===== src/rtl/uart_pkg.sv =====
// Shared constants and state encodings for the memory-mapped UART.
package uart_pkg;

  localparam logic [31:0] UART_TXD_ADDR = 32'h4000_0018;
  localparam logic [31:0] UART_RXD_ADDR = 32'h4000_001C;
  localparam logic [31:0] UART_CON_ADDR = 32'h4000_0020;

  localparam int unsigned CON_RX_IE     = 0;
  localparam int unsigned CON_TX_IE     = 1;
  localparam int unsigned CON_RX_VALID  = 2;
  localparam int unsigned CON_TX_FULL   = 3;
  localparam int unsigned CON_TX_BUSY   = 4;
  localparam int unsigned CON_OVERRUN   = 5;
  localparam int unsigned CON_FRAME_ERR = 6;

  // Oversample ticks per bit; phase counters are sized for it.
  localparam int unsigned OSR = 16;
  typedef logic [3:0] phase_t;
  localparam phase_t PHASE_LAST  = 4'(OSR - 1);
  localparam phase_t RX_MID_TICK = 4'(OSR / 2 - 1);

  typedef enum logic [1:0] {TX_IDLE, TX_START, TX_DATA, TX_STOP} tx_state_e;
  typedef enum logic [1:0] {RX_IDLE, RX_START, RX_DATA, RX_STOP} rx_state_e;

endpackage


===== src/rtl/uart_rx_fsm.sv =====
// 8N1 receiver: input synchronizer, start-bit validation, mid-bit sampling
// and stop-bit check. Emits one-cycle done / frame-error pulses.
module uart_rx_fsm
  import uart_pkg::*;
(
  input  logic       sysclk,
  input  logic       reset,
  input  logic       tick,
  input  logic       rx_pin,
  output logic [7:0] rx_byte,
  output logic       rx_done,
  output logic       rx_ferr
);

  logic      sync1, sync2, rx_prev;
  rx_state_e state, state_n;
  phase_t    phase, phase_n;
  logic [2:0] bit_idx, bit_idx_n;
  logic [7:0] shift, shift_n;
  logic       fall;

  assign fall    = rx_prev & ~sync2;
  assign rx_byte = shift;

  // Two-flop synchronizer plus one delay stage for edge detection.
  always_ff @(posedge sysclk or posedge reset) begin
    if (reset) begin
      sync1   <= 1'b1;
      sync2   <= 1'b1;
      rx_prev <= 1'b1;
    end else begin
      sync1   <= rx_pin;
      sync2   <= sync1;
      rx_prev <= sync2;
    end
  end

  // State register.
  always_ff @(posedge sysclk or posedge reset) begin
    if (reset) begin
      state   <= RX_IDLE;
      phase   <= '0;
      bit_idx <= '0;
      shift   <= '0;
    end else begin
      state   <= state_n;
      phase   <= phase_n;
      bit_idx <= bit_idx_n;
      shift   <= shift_n;
    end
  end

  // Next-state logic; phase counts ticks within the current bit.
  always_comb begin
    state_n   = state;
    phase_n   = phase;
    bit_idx_n = bit_idx;
    shift_n   = shift;
    rx_done   = 1'b0;
    rx_ferr   = 1'b0;
    case (state)
      RX_IDLE: begin
        if (fall) begin
          phase_n = '0;
          state_n = RX_START;
        end
      end
      RX_START: begin
        if (tick) begin
          if (phase == RX_MID_TICK) begin
            // Mid start bit: high means the edge was a glitch.
            if (sync2) begin
              state_n = RX_IDLE;
            end else begin
              phase_n   = '0;
              bit_idx_n = '0;
              state_n   = RX_DATA;
            end
          end else begin
            phase_n = phase + 4'd1;
          end
        end
      end
      RX_DATA: begin
        if (tick) begin
          if (phase == PHASE_LAST) begin
            phase_n = '0;
            shift_n = {sync2, shift[7:1]};
            if (bit_idx == 3'd7) state_n = RX_STOP;
            else                 bit_idx_n = bit_idx + 3'd1;
          end else begin
            phase_n = phase + 4'd1;
          end
        end
      end
      RX_STOP: begin
        if (tick) begin
          if (phase == PHASE_LAST) begin
            rx_done = sync2;
            rx_ferr = ~sync2;
            phase_n = '0;
            state_n = RX_IDLE;
          end else begin
            phase_n = phase + 4'd1;
          end
        end
      end
      default: state_n = RX_IDLE;
    endcase
  end

endmodule


===== src/rtl/uart_mmio_ctrl.sv =====
// Memory-mapped 8N1 UART: register decode, TX FIFO and transmitter,
// status/control register and level interrupt.
module uart_mmio_ctrl
  import uart_pkg::*;
#(
  parameter int unsigned OSR_DIV  = 163,
  parameter int unsigned TX_DEPTH = 4
) (
  input  logic        sysclk,
  input  logic        reset,
  input  logic        MemRd,
  input  logic        MemWr,
  input  logic [31:0] Address,
  input  logic [31:0] WriteData,
  output logic [31:0] ReadData,
  input  logic        UART_RX,
  output logic        UART_TX,
  output logic        uart_irq
);

  localparam int unsigned DIV_W = (OSR_DIV > 1) ? $clog2(OSR_DIV) : 1;
  localparam int unsigned PTR_W = $clog2(TX_DEPTH);
  localparam int unsigned CNT_W = PTR_W + 1;

  // ---------------- oversample tick ----------------
  logic [DIV_W-1:0] div_cnt;
  logic             tick;

  assign tick = (div_cnt == DIV_W'(OSR_DIV - 1));

  // Free-running divider, independent of bus or line traffic.
  always_ff @(posedge sysclk or posedge reset) begin
    if (reset)     div_cnt <= '0;
    else if (tick) div_cnt <= '0;
    else           div_cnt <= div_cnt + DIV_W'(1);
  end

  // ---------------- bus decode ----------------
  logic sel_txd, sel_rxd, sel_con;
  logic wr_txd, wr_con, rd_rxd, rd_con;
  logic unused_wdata;

  assign sel_txd = (Address == UART_TXD_ADDR);
  assign sel_rxd = (Address == UART_RXD_ADDR);
  assign sel_con = (Address == UART_CON_ADDR);
  assign wr_txd  = MemWr & sel_txd;
  assign wr_con  = MemWr & sel_con;
  assign rd_rxd  = MemRd & sel_rxd;
  assign rd_con  = MemRd & sel_con;
  assign unused_wdata = ^WriteData[31:8];

  // ---------------- TX FIFO ----------------
  logic [7:0]       fifo_mem [TX_DEPTH];
  logic [PTR_W-1:0] wr_ptr, rd_ptr;
  logic [CNT_W-1:0] fifo_cnt;
  logic             fifo_full, fifo_empty, push, pop;

  assign fifo_full  = (fifo_cnt == CNT_W'(TX_DEPTH));
  assign fifo_empty = (fifo_cnt == '0);
  assign push       = wr_txd & ~fifo_full;

  // Storage array; contents are don't-care until written.
  always_ff @(posedge sysclk) begin
    if (push) fifo_mem[wr_ptr] <= WriteData[7:0];
  end

  // Pointers wrap naturally since TX_DEPTH is a power of two.
  always_ff @(posedge sysclk or posedge reset) begin
    if (reset) begin
      wr_ptr   <= '0;
      rd_ptr   <= '0;
      fifo_cnt <= '0;
    end else begin
      if (push) wr_ptr <= wr_ptr + PTR_W'(1);
      if (pop)  rd_ptr <= rd_ptr + PTR_W'(1);
      case ({push, pop})
        2'b10:   fifo_cnt <= fifo_cnt + CNT_W'(1);
        2'b01:   fifo_cnt <= fifo_cnt - CNT_W'(1);
        default: fifo_cnt <= fifo_cnt;
      endcase
    end
  end

  // ---------------- transmitter ----------------
  tx_state_e  tx_state, tx_state_n;
  phase_t     tx_phase, tx_phase_n;
  logic [2:0] tx_bit, tx_bit_n;
  logic [7:0] tx_shift, tx_shift_n;
  logic       tx_line, tx_line_n, tx_load, tx_busy;

  assign tx_busy = (tx_state != TX_IDLE);
  assign UART_TX = tx_line;

  // TX state register; the line flop resets high so the pin idles at once.
  always_ff @(posedge sysclk or posedge reset) begin
    if (reset) begin
      tx_state <= TX_IDLE;
      tx_phase <= '0;
      tx_bit   <= '0;
      tx_shift <= '0;
      tx_line  <= 1'b1;
    end else begin
      tx_state <= tx_state_n;
      tx_phase <= tx_phase_n;
      tx_bit   <= tx_bit_n;
      tx_shift <= tx_shift_n;
      tx_line  <= tx_line_n;
    end
  end

  // TX next-state; line level is decoded from the next state so it is registered.
  always_comb begin
    tx_state_n = tx_state;
    tx_phase_n = tx_phase;
    tx_bit_n   = tx_bit;
    tx_shift_n = tx_shift;
    tx_load    = 1'b0;
    case (tx_state)
      TX_IDLE: tx_load = ~fifo_empty;
      TX_START: begin
        if (tick) begin
          if (tx_phase == PHASE_LAST) begin
            tx_phase_n = '0;
            tx_bit_n   = '0;
            tx_state_n = TX_DATA;
          end else begin
            tx_phase_n = tx_phase + 4'd1;
          end
        end
      end
      TX_DATA: begin
        if (tick) begin
          if (tx_phase == PHASE_LAST) begin
            tx_phase_n = '0;
            tx_shift_n = {1'b1, tx_shift[7:1]};
            if (tx_bit == 3'd7) tx_state_n = TX_STOP;
            else                tx_bit_n   = tx_bit + 3'd1;
          end else begin
            tx_phase_n = tx_phase + 4'd1;
          end
        end
      end
      TX_STOP: begin
        if (tick) begin
          if (tx_phase == PHASE_LAST) begin
            tx_phase_n = '0;
            if (!fifo_empty) tx_load    = 1'b1;
            else             tx_state_n = TX_IDLE;
          end else begin
            tx_phase_n = tx_phase + 4'd1;
          end
        end
      end
      default: tx_state_n = TX_IDLE;
    endcase
    // Loading from IDLE or straight out of STOP shares one path.
    if (tx_load) begin
      tx_shift_n = fifo_mem[rd_ptr];
      tx_phase_n = '0;
      tx_state_n = TX_START;
    end
    pop = tx_load;
    case (tx_state_n)
      TX_START: tx_line_n = 1'b0;
      TX_DATA:  tx_line_n = tx_shift_n[0];
      default:  tx_line_n = 1'b1;
    endcase
  end

  // ---------------- receiver ----------------
  logic [7:0] rx_byte;
  logic       rx_done, rx_ferr;

  uart_rx_fsm u_rx (
    .sysclk  (sysclk),
    .reset   (reset),
    .tick    (tick),
    .rx_pin  (UART_RX),
    .rx_byte (rx_byte),
    .rx_done (rx_done),
    .rx_ferr (rx_ferr)
  );

  // ---------------- control / status ----------------
  logic       rx_ie, tx_ie, rx_valid, overrun, frame_err;
  logic [7:0] rx_data;

  // Control bits, receive holding register and sticky error flags.
  always_ff @(posedge sysclk or posedge reset) begin
    if (reset) begin
      rx_ie     <= 1'b0;
      tx_ie     <= 1'b0;
      rx_valid  <= 1'b0;
      overrun   <= 1'b0;
      frame_err <= 1'b0;
      rx_data   <= '0;
    end else begin
      if (wr_con) begin
        rx_ie <= WriteData[CON_RX_IE];
        tx_ie <= WriteData[CON_TX_IE];
      end
      if (rd_con) begin
        overrun   <= 1'b0;
        frame_err <= 1'b0;
      end
      if (rd_rxd) rx_valid <= 1'b0;
      if (rx_ferr) frame_err <= 1'b1;
      // A byte arriving while the old one is read in the same cycle replaces it.
      if (rx_done) begin
        if (!rx_valid || rd_rxd) begin
          rx_data  <= rx_byte;
          rx_valid <= 1'b1;
        end else begin
          overrun <= 1'b1;
        end
      end
    end
  end

  // Registered level interrupt.
  always_ff @(posedge sysclk or posedge reset) begin
    if (reset) uart_irq <= 1'b0;
    else       uart_irq <= (rx_ie & rx_valid) | (tx_ie & ~tx_busy & fifo_empty);
  end

  // Combinational read mux; shows pre-edge state.
  logic [31:0] con_word;
  always_comb begin
    con_word                = '0;
    con_word[CON_RX_IE]     = rx_ie;
    con_word[CON_TX_IE]     = tx_ie;
    con_word[CON_RX_VALID]  = rx_valid;
    con_word[CON_TX_FULL]   = fifo_full;
    con_word[CON_TX_BUSY]   = tx_busy;
    con_word[CON_OVERRUN]   = overrun;
    con_word[CON_FRAME_ERR] = frame_err;
    ReadData = '0;
    if (MemRd) begin
      if (sel_rxd)      ReadData = {24'd0, rx_data};
      else if (sel_con) ReadData = con_word;
    end
  end

endmodule


===== config.mk =====
export PLATFORM = sky130hd
export DESIGN_NAME = uart_mmio_ctrl
export DESIGN_NICKNAME = d
export VERILOG_FILES = /design/src/rtl/uart_pkg.sv /design/src/rtl/uart_rx_fsm.sv /design/src/rtl/uart_mmio_ctrl.sv
export SDC_FILE = /design/constraint.sdc
export NUM_CORES = 1
export LEC_CHECK = 0
export CAP_MARGIN = 30
export CORE_UTILIZATION = 46
export CTS_BUF_LIST = sky130_fd_sc_hd__clkbuf_16
export DETAILED_ROUTE_END_ITERATION = 10
export PLACE_DENSITY = 0.78
export SLEW_MARGIN = 0
export SYNTH_ARGS = -nofsm -noshare
export SYNTH_HDL_FRONTEND = slang
export SYNTH_SLANG_ARGS = --single-unit

===== constraint.sdc =====
create_clock -name sysclk -period 2.8 [get_ports sysclk]
set_clock_uncertainty 0.1 [all_clocks]
set_input_delay 0.7 -clock sysclk [delete_from_list [all_inputs] [get_ports sysclk]]
set_output_delay 0.7 -clock sysclk [all_outputs]
set_load 0.01 [all_outputs]

==> impl_metrics.json <==
{
  "run_status": "finished with violations",
  "violations": "negative setup slack",
  "grt_first_pass_wirelength_mm": 15.99,
  "floorplan.rows": 37,
  "final_layout_size_suffix_gt1_frac": 0.2710,
  "hold_viol": 0,
  "slew_headroom": 0.6113,
  "synthesis.yosys.warnings": 0,
  "cts.sinks": 99,
  "nets": 570,
  "clkLatencyLatePin_ns": 0.34,
  "cp_num_buf_inv": 5,
  "ys_async_sr_fraction": 0.6768,
  "dp_hpwl_mm": 6.671,
  "ioPinCount": 103,
  "r2r_end": "fifo_cnt[2]",
  "min_path_cells": 0,
  "antenna_violating_nets_post_route": 0,
  "post-synth-top-area-fraction": 0.3227,
  "yosys_register_bits": 99,
  "synth-edff-count": 32,
  "netlist_instances": 396,
  "place_congestion": 0.8038,
  "min-delay-start": "u_rx.sync1",
  "floorplan.initialDensity": 0.4732,
  "layout_min_cycle_time_ns": 3.123,
  "worstSetupEndpointType": "output port",
  "design_power_total_mw": 2.949,
  "grt_antenna_before_repair": 0,
  "timing.final.setup_violations": 8,
  "wire_per_inst_um": 15.12,
  "critical_path.top_delay_family": "simple AND/OR/NAND/NOR gates",
  "unrepaired_setup_endpoints_after_global_routing": "yes",
  "cell_taking_the_most_area_after_synthesis": "sky130_fd_sc_hd__dfrtp_1",
  "total_power_divided_by_cell_area_mw_per_mm2": 487.5,
  "ys_dominant_reg_cell": "sky130_fd_sc_hd__dfrtp_1",
  "power.ir.vdd_worst_uv": 355.9,
  "finalCritPeriodShare": 1.115,
  "total_leakage_power_nw": 2.751,
  "overflow": 0,
  "sequential_area_mm2": 0.002643,
  "cpMaxStageDelayCell": "sky130_fd_sc_hd__nor4_2",
  "die_y_um": 105.0,
  "r2r_setup_slack_ns": 0.27,
  "area_of_combinational_cells_with_multiple_inputs_mm2": 0.002130,
  "worstSetupPathType": "in -> out",
  "max_fclk_ghz": 0.3202,
  "max-clock-path-buffers": 2,
  "routed_wirelength_mm": 9.417,
  "cts_tree": "built",
  "die_width_um": 105.0,
  "grt_start_max_net_pins": 51,
  "stdcell_area_mm2": 0.006050,
  "drt_iter0_markers": 227,
  "cp.arrival_ns": 2.32,
  "cts_buffers": 9,
  "placed_area_mm2": 0.005633,
  "netlist_area_mm2": 0.004885,
  "first_global_vias": 3438,
  "final.setup.worst_slack_ns": -0.3226,
  "viasPerCell": 5.337,
  "grt.total_usage": 0.1869,
  "finalSetupTns_ns": -1.917,
  "fp.dieArea_mm2": 0.01103,
  "synth-seq-area-share": 0.5410,
  "hold_path.class": "reg -> reg",
  "reg2reg_from": "tx_phase[0]",
  "h-tree-depth": 3,
  "max_fanout_on_critical_path": 5,
  "drc": 0,
  "worst_hold_path.endpoint": "u_rx.sync2",
  "ys_types": 59,
  "area_growth_syn_to_layout_pct": 23.85,
  "fillcell_total": 797,
  "drt_first_pass_iters": 6,
  "synth_top_cells_by_area": "sky130_fd_sc_hd__dfrtp_1 (32%), sky130_fd_sc_hd__edfxtp_1 (20%), sky130_fd_sc_hd__ha_1 (4.6%)",
  "synth_top_cells_by_count": "sky130_fd_sc_hd__dfrtp_1 (63), sky130_fd_sc_hd__nand2_1 (33), sky130_fd_sc_hd__edfxtp_1 (32)",
  "worstPathCellList": "buf_2 -> nor4_2 -> nand4_1 -> buf_4 -> nor3_4 -> and4b_1 -> buf_6 -> buf_6 -> a22o_1 -> buf_2",
  "cp-start-kind": "primary input",
  "clock_transition_at_path_regs_ns": 0.06,
  "cp_data_required_time_ns": 2.00,
  "diodes": 0,
  "synthMostInstantiatedCell": "sky130_fd_sc_hd__dfrtp_1",
  "tightest_slew_ns": 0.5830,
  "cap_violations": 0,
  "vias": 3325,
  "core_region_area_mm2": 0.01032,
  "syn_area_per_cell_um2": 12.34,
  "total_of_buffers_placed_on_input_and_output_ports": 54,
  "cts.root.buffer_cell": "sky130_fd_sc_hd__clkbuf_16",
  "r2r_cells": 10,
  "finalMaxSlewViolations": 0,
  "crit_path_max_incr_delay_ns": 0.24
}
## how the worst max path moves through the flow
stage	start	endpoint	slack, ns	cells past startpoint
6_report	Address[21]	ReadData[4]	-0.32	10
5_1_grt	Address[14]	ReadData[0]	-0.43	10
4_1_cts	Address[16]	ReadData[4]	-0.26	10
3_5_place_dp	Address[9]	ReadData[3]	-0.90	8
3_3_place_gp	Address[15]	ReadData[3]	-0.87	8
2_1_floorplan	Address[15]	ReadData[3]	0.001	5
## state kept, by name (all words and copies together) (netlist names), 4 cells and up, named ones only
signal,cells
tx_shift,8
u_rx.rx_byte,8
rx_data,8
u_rx.phase,4
fifo_mem,32
tx_phase,4
div_cnt,8
## report_power, final
part           total (mW)  switching (mW)  internal, mW
Sequential           1.54          0.0267          1.51
Combinational       0.159          0.0851        0.0734
Clock                1.25           0.512         0.737
Total                2.95           0.624          2.32
## cell usage in the layout (no fill, tap or decap), types with 7 or more instances in the layout
cell,n
sky130_fd_sc_hd__buf_2,22
sky130_fd_sc_hd__dfrtp_1,63
sky130_fd_sc_hd__conb_1,24
sky130_fd_sc_hd__inv_1,19
sky130_fd_sc_hd__ha_1,17
sky130_fd_sc_hd__nand3_1,7
sky130_fd_sc_hd__mux2i_1,10
sky130_fd_sc_hd__nor2_1,16
sky130_fd_sc_hd__nand2_1,33
sky130_fd_sc_hd__a22o_1,12
sky130_fd_sc_hd__xnor2_1,9
sky130_fd_sc_hd__clkdlybuf4s50_1,20
sky130_fd_sc_hd__buf_4,29
sky130_fd_sc_hd__o21ai_0,22
sky130_fd_sc_hd__clkbuf_16,10
sky130_fd_sc_hd__mux2_2,19
sky130_fd_sc_hd__mux4_2,8
sky130_fd_sc_hd__edfxtp_1,32
sky130_fd_sc_hd__buf_6,8
sky130_fd_sc_hd__a21oi_1,7
## layer usage
metal | wire, um | share of wire | track usage | up-vias
li1 | - | - | - | 1568
met1 | 3889 | 0.41 | 0.2156 | 1624
met2 | 4891 | 0.52 | 0.3259 | 106
met3 | 349 | 0.037 | 0.03182 | 27
met4 | 287 | 0.030 | 0.1107 | 0
met5 | 0 | 0 | 0 | -
## cell families (layout without fill, tap and decap cells)
| logic type | count (synthesis) | in the layout | synth area share |
|---|---|---|---|
| compound gates | 61 | 61 | 0.08966 |
| xor+xnor | 14 | 14 | 0.02510 |
| fa+ha+maj | 19 | 19 | 0.05021 |
| buf+inv | 56 | 124 | 0.06199 |
| flops | 99 | 99 | 0.5410 |
| mux | 37 | 37 | 0.1012 |
| other cells | 1 | 24 | 0.0007677 |
| simple gates | 109 | 109 | 0.1301 |
## timing repair
action | 4_1_cts | 5_1_grt
cloned | 1 | 0
setup endpoints to repair | 10 | 10
buffers inserted | 11 | 3
resized for setup | 127 | 13
hold buffers | 0 | 0
pin swaps | 18 | 15
## per-stage QoR
| stage | hold WS (ns) | util | setup WS (ns) | cells |
|---|---|---|---|---|
| 2_1_floorplan | 0.2452 | - | 0.001239 | 419 |
| 3_3_place_gp | 0.2476 | 0.5456 | -0.8698 | 593 |
| 3_5_place_dp | 0.2534 | 0.5456 | -0.9020 | 593 |
| 4_1_cts | 0.2631 | 0.5799 | -0.2607 | 621 |
| 5_1_grt | 0.2656 | 0.5860 | -0.4306 | 623 |
| 6_report | 0.2627 | 0.5860 | -0.3226 | 623 |
## final cells by class
type	instances	area share
clock buffers	10	0.04137
clock inverters	6	0.009100
inverters	19	0.01179
multi-input cells	264	0.3520
flip-flops and latches	99	0.4368
well taps	136	0.02813
repair buffers	89	0.1208
No activity file was read; power rests on OpenSTA's default activity.
